## src/rtl/wb_rr_arbiter.sv

```systemverilog
// Round-robin Wishbone arbiter: NUM_MASTERS masters share one slave port.
// Ownership lasts for a whole cyc; a watchdog terminates stalled strobes with err.
module wb_rr_arbiter #(
  parameter int         NUM_MASTERS = 2,
  parameter logic [7:0] TIMEOUT     = 8'd255
) (
  input  logic                      clk_i,
  input  logic                      rst_i,
  input  logic [32*NUM_MASTERS-1:0] m_adr_i,
  input  logic [32*NUM_MASTERS-1:0] m_dat_i,
  input  logic [4*NUM_MASTERS-1:0]  m_sel_i,
  input  logic [NUM_MASTERS-1:0]    m_we_i,
  input  logic [NUM_MASTERS-1:0]    m_cyc_i,
  input  logic [NUM_MASTERS-1:0]    m_stb_i,
  output logic [31:0]               m_dat_o,
  output logic [NUM_MASTERS-1:0]    m_ack_o,
  output logic [NUM_MASTERS-1:0]    m_err_o,
  output logic [NUM_MASTERS-1:0]    m_rty_o,
  output logic [31:0]               s_adr_o,
  output logic [31:0]               s_dat_o,
  output logic [3:0]                s_sel_o,
  output logic                      s_we_o,
  output logic                      s_cyc_o,
  output logic                      s_stb_o,
  output logic                      s_lock_o,
  input  logic [31:0]               s_dat_i,
  input  logic                      s_ack_i,
  input  logic                      s_err_i,
  input  logic                      s_rty_i,
  output logic [NUM_MASTERS-1:0]    gnt_o,
  output logic                      timeout_o
);

  localparam int IW = (NUM_MASTERS > 2) ? 2 : 1;
  localparam logic ST_IDLE = 1'b0;
  localparam logic ST_BUSY = 1'b1;

  logic                   state_q, state_d;
  logic [IW-1:0]          owner_q, owner_d;
  logic [IW-1:0]          last_owner_q, last_owner_d;
  logic [NUM_MASTERS-1:0] gnt_q, gnt_d;
  logic [7:0]             wd_cnt_q, wd_cnt_d;
  logic                   timeout_q, timeout_d;

  logic [IW-1:0] cand;
  logic [IW-1:0] winner;
  logic          found;
  logic          own_cyc;
  logic          stb_raw;
  logic          term;
  logic          wd_fire;

  // Search upward from the previous owner so every requester gets a turn.
  always_comb begin
    cand   = '0;
    winner = last_owner_q;
    found  = 1'b0;
    for (int i = 1; i <= NUM_MASTERS; i++) begin
      cand = IW'((int'(last_owner_q) + i) % NUM_MASTERS);
      if (!found && m_cyc_i[cand]) begin
        winner = cand;
        found  = 1'b1;
      end
    end
  end

  always_comb begin
    s_adr_o = '0;
    s_dat_o = '0;
    s_sel_o = '0;
    s_we_o  = 1'b0;
    own_cyc = 1'b0;
    stb_raw = 1'b0;
    for (int k = 0; k < NUM_MASTERS; k++) begin
      if (state_q == ST_BUSY && owner_q == IW'(k)) begin
        s_adr_o = m_adr_i[32*k +: 32];
        s_dat_o = m_dat_i[32*k +: 32];
        s_sel_o = m_sel_i[4*k +: 4];
        s_we_o  = m_we_i[k];
        own_cyc = m_cyc_i[k];
        stb_raw = m_stb_i[k];
      end
    end
  end

  // A genuine slave termination on the same cycle always beats the watchdog.
  assign term     = s_ack_i | s_err_i | s_rty_i;
  assign wd_fire  = (TIMEOUT != 8'd0) && (wd_cnt_q == TIMEOUT - 8'd1) && stb_raw && !term;
  assign s_cyc_o  = own_cyc;
  assign s_stb_o  = stb_raw & ~wd_fire;
  assign s_lock_o = 1'b0;
  assign m_dat_o  = s_dat_i;
  assign gnt_o    = gnt_q;
  assign timeout_o = timeout_q;

  always_comb begin
    m_ack_o = '0;
    m_err_o = '0;
    m_rty_o = '0;
    for (int k = 0; k < NUM_MASTERS; k++) begin
      if (state_q == ST_BUSY && owner_q == IW'(k)) begin
        m_ack_o[k] = s_ack_i & s_stb_o;
        m_rty_o[k] = s_rty_i & s_stb_o;
        m_err_o[k] = (s_err_i & s_stb_o) | wd_fire;
      end
    end
  end

  always_comb begin
    state_d      = state_q;
    owner_d      = owner_q;
    last_owner_d = last_owner_q;
    gnt_d        = gnt_q;
    wd_cnt_d     = (!s_stb_o || term) ? 8'd0 : wd_cnt_q + 8'd1;
    timeout_d    = wd_fire;
    if (state_q == ST_IDLE) begin
      if (found) begin
        state_d       = ST_BUSY;
        owner_d       = winner;
        gnt_d         = '0;
        gnt_d[winner] = 1'b1;
      end
    end else if (!own_cyc) begin
      state_d      = ST_IDLE;
      gnt_d        = '0;
      last_owner_d = owner_q;
    end
  end

  always_ff @(posedge clk_i or posedge rst_i) begin
    if (rst_i) begin
      state_q      <= ST_IDLE;
      owner_q      <= '0;
      last_owner_q <= IW'(NUM_MASTERS - 1);
      gnt_q        <= '0;
      wd_cnt_q     <= '0;
      timeout_q    <= 1'b0;
    end else begin
      state_q      <= state_d;
      owner_q      <= owner_d;
      last_owner_q <= last_owner_d;
      gnt_q        <= gnt_d;
      wd_cnt_q     <= wd_cnt_d;
      timeout_q    <= timeout_d;
    end
  end

endmodule

```

## config.mk

```make
export PLATFORM = sky130hd
export DESIGN_NAME = wb_rr_arbiter
export DESIGN_NICKNAME = d
export VERILOG_FILES = /design/src/rtl/wb_rr_arbiter.sv
export SDC_FILE = /design/constraint.sdc
export NUM_CORES = 1
export LEC_CHECK = 0
export CAP_MARGIN = 10
export CORE_AREA = 2 2 115 117
export DETAILED_ROUTE_END_ITERATION = 12
export DIE_AREA = 0 0 117 119
export PLACE_DENSITY_LB_ADDON = 0.15
export SYNTH_ARGS = -nofsm -noshare
export SYNTH_HDL_FRONTEND = slang
export SYNTH_SLANG_ARGS = --single-unit
```

## constraint.sdc

```tcl
create_clock -name clk_i -period 2.6 [get_ports clk_i]
set_input_delay 0.52 -clock clk_i [delete_from_list [all_inputs] [get_ports clk_i]]
set_output_delay 0.52 -clock clk_i [all_outputs]
set_load 0.02 [all_outputs]
```

# Word level (Yosys, flattened, before mapping)

Index checks and enable logic that the tools add are counted.

Bits in registers: 14
Output and inout bits: 113
Logic and storage cells: 75

Add/sub/neg operators: 3
$lt $le $gt $ge: 4
Equal/unequal tests: 2
Mux-type cells: 35
Bitwise logic cells: 11
Reductions and logical operators: 14

Operators with widths:

| cell                | number |
|---|---|
| $mux 32             | 4 |
| $mux 1              | 24 |
| $add 8x1->8 const B | 1 |
| $eq 8x8->1 const B  | 1 |
| $mux 4              | 2 |
| $mux 8              | 1 |
| $logic_and 1x1->1   | 6 |
| $lt 1x2->1 const B  | 3 |
| $mux 2              | 3 |
| $reduce_and 2->1    | 3 |
| $and 1x1->1         | 4 |
| $not 1->1           | 4 |
| $logic_not 1->1     | 3 |
| $or 1x1->1          | 3 |
| $add 1x1->1 const B | 2 |
| $ne 2x2->1 const B  | 1 |
| $reduce_bool 2->1   | 1 |
| $demux 1 s1         | 1 |
| $ge 1x1->1 const B  | 1 |
| $logic_or 1x1->1    | 1 |

# Longest topological paths before layout

Gate-level depths: netlist of run 1.

Depth in word-level cells: 13
Mapped depth: 6

# Worst setup path before layout of run 1

Ideal clock, no wire load.

Path type: reg-to-output
From: register wd_cnt_q[0]
To: output port s_stb_o
Arrival: 1.468 ns
Data required time: 2.080 ns
Setup slack: 0.612 ns
Cell stages (with the launch flop): 7
Path buffers: 1
Cells stage by stage: dfrtp_1 > inv_1 > ha_1 > and2_1 > and3_1 > buf_6 > a21oi_1

Word-level cells in the longest chain between the ends: 5

Ends and longest elaborated chain:

| item                           | line | text |
|---|---|---|
| from (decl)                    | 42   | `logic [7:0] wd_cnt_q, wd_cnt_d;` |
| from (signal assigned)         | 143  | `wd_cnt_q <= wd_cnt_d;` |
| $eq 8x8->1                     | 88   | `assign wd_fire = (TIMEOUT != 8'd0) && (wd_cnt_q == TIMEOUT - 8'd1) && stb_raw && !term;` |
| $logic_and 1x1->1 (2 in a row) | 88   |  |
| $not 1->1                      | 90   | `assign s_stb_o = stb_raw & ~wd_fire;` |
| $and 1x1->1                    | 90   |  |
| to (decl)                      | 24   | `output logic s_stb_o,` |

Every way passes these cells.

# Worst setup path after layout of run 1

From: register owner_q
To: output port s_adr_o[27]

Word-level cells in the longest chain between the ends: 4
Elaborated cells on any way between the ends: 5
Classes of those cells: mux (2); bitwise (1); reduce/logical (2)

Ends and longest elaborated chain:

| item                   | line | text |
|---|---|---|
| from (decl)            | 39   | `logic [IW-1:0] owner_q, owner_d;` |
| from (signal assigned) | 140  | `owner_q <= owner_d;` |
| $not 1->1              | 75   | `if (state_q == ST_BUSY && owner_q == IW'(k)) begin` |
| $logic_and 1x1->1      | 75   |  |
| $mux 32                | 75   |  |
| $mux 32 (*)            | 75   |  |
| to (decl)              | 19   | `output logic [31:0] s_adr_o,` |

Every way passes the cells marked *; elsewhere a longest branch is shown, timed or not.

==> summary.txt, run 1 <==
Clocking
  • Clk sinks: 14
  • Num CTS Buffers: 3
  • Clock transition at path regs: 0.04 ns
  • Buffer depth of the longest clock path: 2
  • Clock Latency Late Sink: 0.24 ns
  • Root buf cell: clkbuf_16
  • CTS tree: yes
  • H-tree depth: 1

STA
  • Min cycle time layout: 2.54 ns
  • Setup WS post-layout: 0.0592 ns
  • Sum Neg Setup Slack: 0 ns
  • Setup violators final: 0
  • Slew Limit Headroom: 0.636
  • Skew final: 0.00661 ns
  • Fin crit share: 0.977
  • Final Hold Fails: 0
  • Achievable Freq: 0.394 GHz
  • Hold WS: 0.500 ns
  • Slew @ Worst Pin: 0.546 ns
  • RSZ-0062 raised after global routing: no
  • Pins Over Slew Limit: 0

GRT
  • Met3 Use GR: 0.0310
  • Global-route total usage across every layer: 0.130
  • M2 GR Usage: 0.225
  • First-pass GRT wire length: 13900 um
  • Vias in the first global route: 2466
  • Overflow left after global routing: 0
  • Initial antenna violation count: 0
  • Largest net degree at the start of global routing: 48
  • GR Util met1: 0.160
  • GRT busiest layer: met2

Final layout
  • Final Net Count: 652
  • Synthesis-to-layout area growth: 116%
  • Final instance area: 4490 um^2
  • Fillers: 1346
  • Final cell count without fillers: 646
  • N_diodes: 0
  • Final core occ: 0.349
  • Layout cells sized above 1: 0.0702

Critical path
  • Reg-to-reg slack, setup: 1.12 ns
  • Crit path launch type: register
  • Type of destination of the critical path: output pin
  • Max stage delay on crit path: 0.66 ns
  • Critical path data required time: 2.08 ns
  • Critical Path AT: 2.02 ns
  • CP Max Fanout: 10
  • Worst reg2reg path endpoint: timeout_o$_DFF_PP0_
  • FF-to-FF path depth: 5
  • Worst-path cell with the longest stage delay: clkdlybuf4s50_1
  • Last element of the critical path: s_adr_o[27]
  • Worst r2r src: wd_cnt_q[1]$_DFF_PP0_
  • CP startpoint: owner_q$_DFFE_PP0P_
  • Crit path cell chain: buf_4 -> mux2i_1 -> nor2_1 -> clkdlybuf4s50_1
  • Critical path class: reg2out

Route
  • Post-route ant nets: 0
  • Routed WL: 9730 um
  • Routed len/inst: 15.1 um
  • Vias: 2547
  • Residual DRC: 0
  • Via/cell ratio: 3.94
  • Initial DRT Pass Iterations: 4
  • 1st-iter DRT viols: 65

Placed design
  • RD Place Congestion: 0.831
  • DP HPWL: 8210 um
  • Dpl ws: 0.0120 ns
  • Port Buffers: 226
  • Cells after DPL: 640
  • Cell Area, Placed: 4380 um^2

Run
  • Max-Cap Viols: 0

Power
  • Leak: 1.91 nW
  • Final Total Pwr: 2.92 mW
  • Power Density: 650 nW/um^2
  • VDD IR max: 0.000304 V

Hold path
  • Hold Crit Class: reg2reg
  • Hold depth: 1

Synth
  • Post-synth EDFFs: 0
  • Synth Net Count: 454
  • Post-synth ARST share: 1.00
  • Synth Area in Compound Gates: 0.0505
  • Post-Synth Adder-Cell Area: 0.0120
  • Synth cell types: 34
  • Register area share after synthesis: 0.169
  • Post-Synthesis Cell Area: 2080 um^2
  • Seq cells post-synth: 14
  • Main synth FF type: dfrtp_1
  • Syn Inst Count: 273
  • Post-synthesis simple-gate area fraction: 0.216
  • Largest family of logic cells by synthesized area: multiplexers
  • Post-synthesis mux area share: 0.352
  • Average size of a mapped cell: 7.63 um^2
  • Post-Synth XOR/XNOR Area: 0.0126
  • Synthesis Warnings: 0

Floorplanning
  • I/O pin cnt: 292
  • Initial Util: 0.162
  • Row count: 42
  • Die width: 117 um
  • Die footprint: 13900 um^2
  • Core outline area: 12900 um^2
  • Vert. Die Dim: 119 um

Outcome
  • Outcome: finished clean
how the worst min path moves through the flow:
stage / start / end / slack, ns
6_report: gnt_o[0]$_DFFE_PP0P_ / gnt_o[0]$_DFFE_PP0P_ / 0.50
5_1_grt: gnt_o[0]$_DFFE_PP0P_ / gnt_o[0]$_DFFE_PP0P_ / 0.53
4_1_cts: gnt_o[0]$_DFFE_PP0P_ / gnt_o[0]$_DFFE_PP0P_ / 0.51
3_5_place_dp: gnt_o[0]$_DFFE_PP0P_ / gnt_o[0]$_DFFE_PP0P_ / 0.49
3_3_place_gp: gnt_o[0]$_DFFE_PP0P_ / gnt_o[0]$_DFFE_PP0P_ / 0.49
2_1_floorplan: rst_i / gnt_o[0]$_DFFE_PP0P_ / 0.41
Yosys cell counts (all sizes together), types with 2 or more instances:
cell type,count,area (um^2)
o21ai,6,30.0
dfrtp,13,325
mux2,2,22.5
a211oi,2,25.0
mux2i,71,711
nand3,6,35.0
or3,2,12.5
nor2,74,278
ha,2,25.0
inv,10,37.5
nand2,5,18.8
clkbuf,7,26.3
xor2,2,17.5
buf,44,324
nor3,10,50.1
a41oi,2,17.5
a21oi,3,15.0
registers in the layout, indices dropped and copies added (netlist names):
| name | flops |
|---|---|
| state_q | 1 |
| timeout_o | 1 |
| last_owner_q | 1 |
| owner_q | 1 |
| gnt_o | 2 |
| wd_cnt_q | 8 |
routing by layer:
layer	vias up	wire length, um	part of all wire
li1	1279	-	-
met1	1135	3990	0.41
met2	115	4810	0.49
met3	18	733	0.075
met4	0	196	0.020
met5	-	0	0
power by group:
part	internal, mW	switching (mW)
Combinational	1.17	1.11
Sequential	0.257	0.0544
Clock	0.233	0.0897
cells in the final DEF (no fill, tap or decap), types with 2 or more instances in the layout:
| cell | netlist | routed |
|---|---|---|
| a211oi_2 | 2 | 2 |
| a21oi_1 | 3 | 3 |
| a41oi_1 | 2 | 2 |
| buf_12 | 0 | 3 |
| buf_4 | 39 | 14 |
| clkbuf_16 | 0 | 3 |
| clkdlybuf4s50_1 | 0 | 224 |
| dfrtp_1 | 13 | 12 |
| dlymetal6s2s_1 | 0 | 2 |
| ha_1 | 2 | 2 |
| inv_1 | 9 | 9 |
| mux2_2 | 2 | 2 |
| mux2i_1 | 71 | 71 |
| nand2_1 | 5 | 5 |
| nand3_1 | 5 | 5 |
| nor2_1 | 74 | 74 |
| nor3_1 | 10 | 9 |
| o21ai_0 | 5 | 5 |
| or3_1 | 2 | 2 |
| xor2_1 | 2 | 2 |
final cells by class:
| cell class | instances | area, um^2 | share of cell area |
|---|---|---|---|
| Timing Repair Buffer | 244 | 2440 | 0.544 |
| Multi-Input combinational cell | 198 | 1350 | 0.300 |
| Sequential cell | 14 | 355 | 0.0791 |
| Tap cell | 176 | 220 | 0.0490 |
| Clock buffer | 4 | 88.8 | 0.0198 |
| Inverter | 10 | 37.5 | 0.00835 |
worst max-delay path: cells and delay by family (launching register included):
kind,cells,cell delay (ns)
buf+inv,2,0.89
flops,1,0.58
mux,1,0.14
simple gates,1,0.16
cells by family (layout without fill, tap and decap cells):
kind of cell | Yosys count | in the layout
AOI/OAI and AO/OA | 15 | 15
xor gates and xnor gates | 3 | 3
adders and majority gates | 2 | 2
buffers and inverters | 61 | 258
DFF | 14 | 14
muxes | 73 | 73
other | 1 | 1
and+or+nand+nor | 104 | 104
timing repair:
action | in CTS | in global routing
resized for setup | 0 | 3
gates cloned | 0 | 0
hold buffers | 0 | 0
buffers inserted | 1 | 1
setup endpoints to repair | 2 | 5
No activity file was read; power rests on OpenSTA's default activity.
==> run 2: changes to the inputs <==
CELL_PAD_IN_SITES_DETAIL_PLACEMENT = 1   (was default)
CELL_PAD_IN_SITES_GLOBAL_PLACEMENT = 1   (was default)
CORE_AREA = default   (was 2 2 115 117)
CORE_MARGIN = 2   (was default)
CORE_UTILIZATION = 16   (was default)
DIE_AREA = default   (was 0 0 117 119)
==> summary.txt, run 2 (synthesis gave the netlist of run 1 again) <==
STA
  • Min cycle time layout: 2.48 ns (-0.0622 ns)
  • RSZ-0062 raised after global routing: no
  • Slew Limit Headroom: 0.619 (-0.0172)
  • Slew @ Worst Pin: 0.572 ns (+0.0257 ns)
  • Achievable Freq: 0.403 GHz (+2.5%)
  • Setup violators final: 0 (unchanged)
  • Sum Neg Setup Slack: 0 ns (unchanged)
  • Pins Over Slew Limit: 0 (unchanged)
  • Skew final: 0.00106 ns (-0.00555 ns)
  • Fin crit share: 0.953 (-0.0239)
  • Final Hold Fails: 0 (unchanged)

Route
  • Vias: 2642 (+3.7%)
  • Routed WL: 10500 um (+7.7%)
  • Initial DRT Pass Iterations: 4 (unchanged)
  • Routed len/inst: 16.4 um (+8.6%)
  • 1st-iter DRT viols: 60 (-7.7%)
  • Via/cell ratio: 4.12 (+4.5%)
  • Residual DRC: 0 (unchanged)
  • Post-route ant nets: 0 (unchanged)

GRT
  • Overflow left after global routing: 0 (unchanged)
  • Largest net degree at the start of global routing: 35 (-27%)
  • Global-route total usage across every layer: 0.143 (+0.0123)
  • First-pass GRT wire length: 15800 um (+14%)
  • Initial antenna violation count: 0 (unchanged)
  • Vias in the first global route: 2762 (+12%)

Critical path
  • FF-to-FF path depth: 5 (unchanged)
  • Critical path data required time: 2.08 ns (about the same)
  • Worst r2r src: wd_cnt_q[1]$_DFF_PP0_
  • Reg-to-reg slack, setup: 1.10 ns (-0.02 ns)
  • Crit path launch type: input port
  • CP Max Fanout: 2 (-8)
  • Critical path class: in2out
  • Type of destination of the critical path: output pin
  • Crit path cell chain: clkdlybuf4s50_1 -> buf_4 -> inv_1 -> nor3_1 -> clkdlybuf4s50_1
  • Levels on crit path: 5 (+1)
  • Delay-heaviest family, CP: buffers and inverters
  • Crit path buffers/inverters: 4 (+2)
  • Max stage delay on crit path: 0.63 ns (-0.03 ns)
  • Worst-path cell with the longest stage delay: clkdlybuf4s50_1
  • Worst reg2reg path endpoint: wd_cnt_q[2]$_DFF_PP0_
  • Critical Path AT: 1.96 ns (-0.06 ns)
  • CP startpoint: s_rty_i
  • Last element of the critical path: m_rty_o[0]
  • Most used cell, CP: clkdlybuf4s50_1

Power
  • Clock share of power: 0.112 (about the same)
  • Cell Int Power: 1.66 mW (-0.29%)
  • Switching share of power: 0.431 (about the same)
  • Combinational share of power: 0.784 (about the same)
  • Leak: 1.89 nW (-1.0%)
  • VDD IR max: 0.000196 V (-36%)
  • Net Switching: 1.26 mW (-0.15%)
  • Power Density: 652 nW/um^2 (+0.33%)
  • Share of power burned in registers: 0.104 (-0.003)
  • Final Total Pwr: 2.91 mW (-0.23%)

Placed design
  • DP HPWL: 8910 um (+8.5%)
  • RD Place Congestion: 0.778 (-6.3%)
  • Port Buffers: 226 (unchanged)

Clocking
  • Root buf cell: clkbuf_16
  • CTS tree: yes
  • Buffer depth of the longest clock path: 2 (unchanged)
  • Clk sinks: 14 (unchanged)
  • Clock transition at path regs: 0.05 ns (about the same)
  • H-tree depth: 1 (unchanged)
  • Clock Latency Late Sink: 0.25 ns (about the same)
  • Num CTS Buffers: 3 (unchanged)

Floorplanning
  • Vert. Die Dim: 118 um (-0.75%)
  • Die width: 118 um (+0.94%)
  • Core outline area: 12700 um^2 (-1.6%)
  • I/O pin cnt: 292 (unchanged)
  • Row count: 41 (-2.4%)
  • Initial Util: 0.164 (+0.00260)
  • Die footprint: 13900 um^2 (+0.19%)

Final layout
  • Most frequent cells in the layout: 224 x clkdlybuf4s50_1, 74 x nor2_1, 71 x mux2i_1
  • Final core occ: 0.353 (+0.00364)
  • Final Net Count: 651 (-0.15%)
  • Biggest register: wd_cnt_q
  • Fillers: 1522 (+13%)
  • Synthesis-to-layout area growth: 115%
  • Max reg flops: 8 (unchanged)
  • Reg area: 355 um^2 (unchanged)
  • Commonest non-fill, non-tap cell in the layout: clkdlybuf4s50_1
  • Layout cells sized above 1: 0.0661 (-0.00411)
  • Area of the multi-input gates: 1340 um^2 (-0.37%)
  • N_diodes: 0 (unchanged)

Outcome
  • Outcome: finished clean

Hold path
  • Hold Crit Class: reg2reg
  • Hold depth: 1 (unchanged)

Run
  • Max-Cap Viols: 0 (unchanged)
run 2: routing by layer:
| metal | track usage | part of all wire | vias up | wire length [um] |
|---|---|---|---|---|
| met3 | 0.0315 | 0.068 | 15 | 717 |
| met1 | 0.152 | 0.37 | 1244 | 3860 |
| met5 | 0 | 0 | - | 0 |
| met4 | 0.0407 | 0.015 | 0 | 162 |
| li1 | - | - | 1274 | - |
| met2 | 0.276 | 0.55 | 109 | 5750 |
run 2: how the worst min path moves through the flow:
stage	startpoint	endpoint	slack [ns]
detailed placement	gnt_o[0]$_DFFE_PP0P_	gnt_o[0]$_DFFE_PP0P_	0.49
CTS	gnt_o[0]$_DFFE_PP0P_	gnt_o[0]$_DFFE_PP0P_	0.50
floorplan	rst_i	gnt_o[0]$_DFFE_PP0P_	0.41
global route	gnt_o[0]$_DFFE_PP0P_	gnt_o[0]$_DFFE_PP0P_	0.52
finish	gnt_o[0]$_DFFE_PP0P_	gnt_o[0]$_DFFE_PP0P_	0.50
global placement	gnt_o[0]$_DFFE_PP0P_	gnt_o[0]$_DFFE_PP0P_	0.48
run 2: power by group through the flow:
| stage | registers [mW] | clock network (mW) | logic (mW) |
|---|---|---|---|
| after global routing | 0.310 | 0.352 | 2.44 |
| final | 0.302 | 0.326 | 2.28 |
| after detailed placement | 0.337 | 0 | 2.27 |
| after floorplan | 0.281 | 0 | 1.31 |
| after global placement | 0.335 | 0 | 2.26 |
| after CTS | 0.334 | 0.338 | 2.28 |
run 2: final cells by class:
class,count,share of cell area
clock buffer,4,0.0199
multi-input combinational,198,0.301
inverter,10,0.00840
tap,172,0.0482
sequential,14,0.0795
timing repair buffer,243,0.543
run 2: timing repair:
| item | in CTS | in global routing |
|---|---|---|
| gates resized for setup | 1 | 1 |
| hold buffers | 0 | 0 |
| endpoints found under the setup margin | 1 | 11 |
| setup buffers | 0 | 2 |
run 2: metrics by stage:
stage / worst slack (ns) / hold slack (ns) / cells / instance area, um^2
floorplan: 0.612 / 0.409 / 273 / 2080
global placement: 0.0581 / 0.479 / 635 / 4360
detailed placement: -0.00586 / 0.493 / 635 / 4360
CTS: 0.0176 / 0.504 / 639 / 4450
global route: 0.000280 / 0.524 / 641 / 4470
finish: 0.121 / 0.502 / 641 / 4470
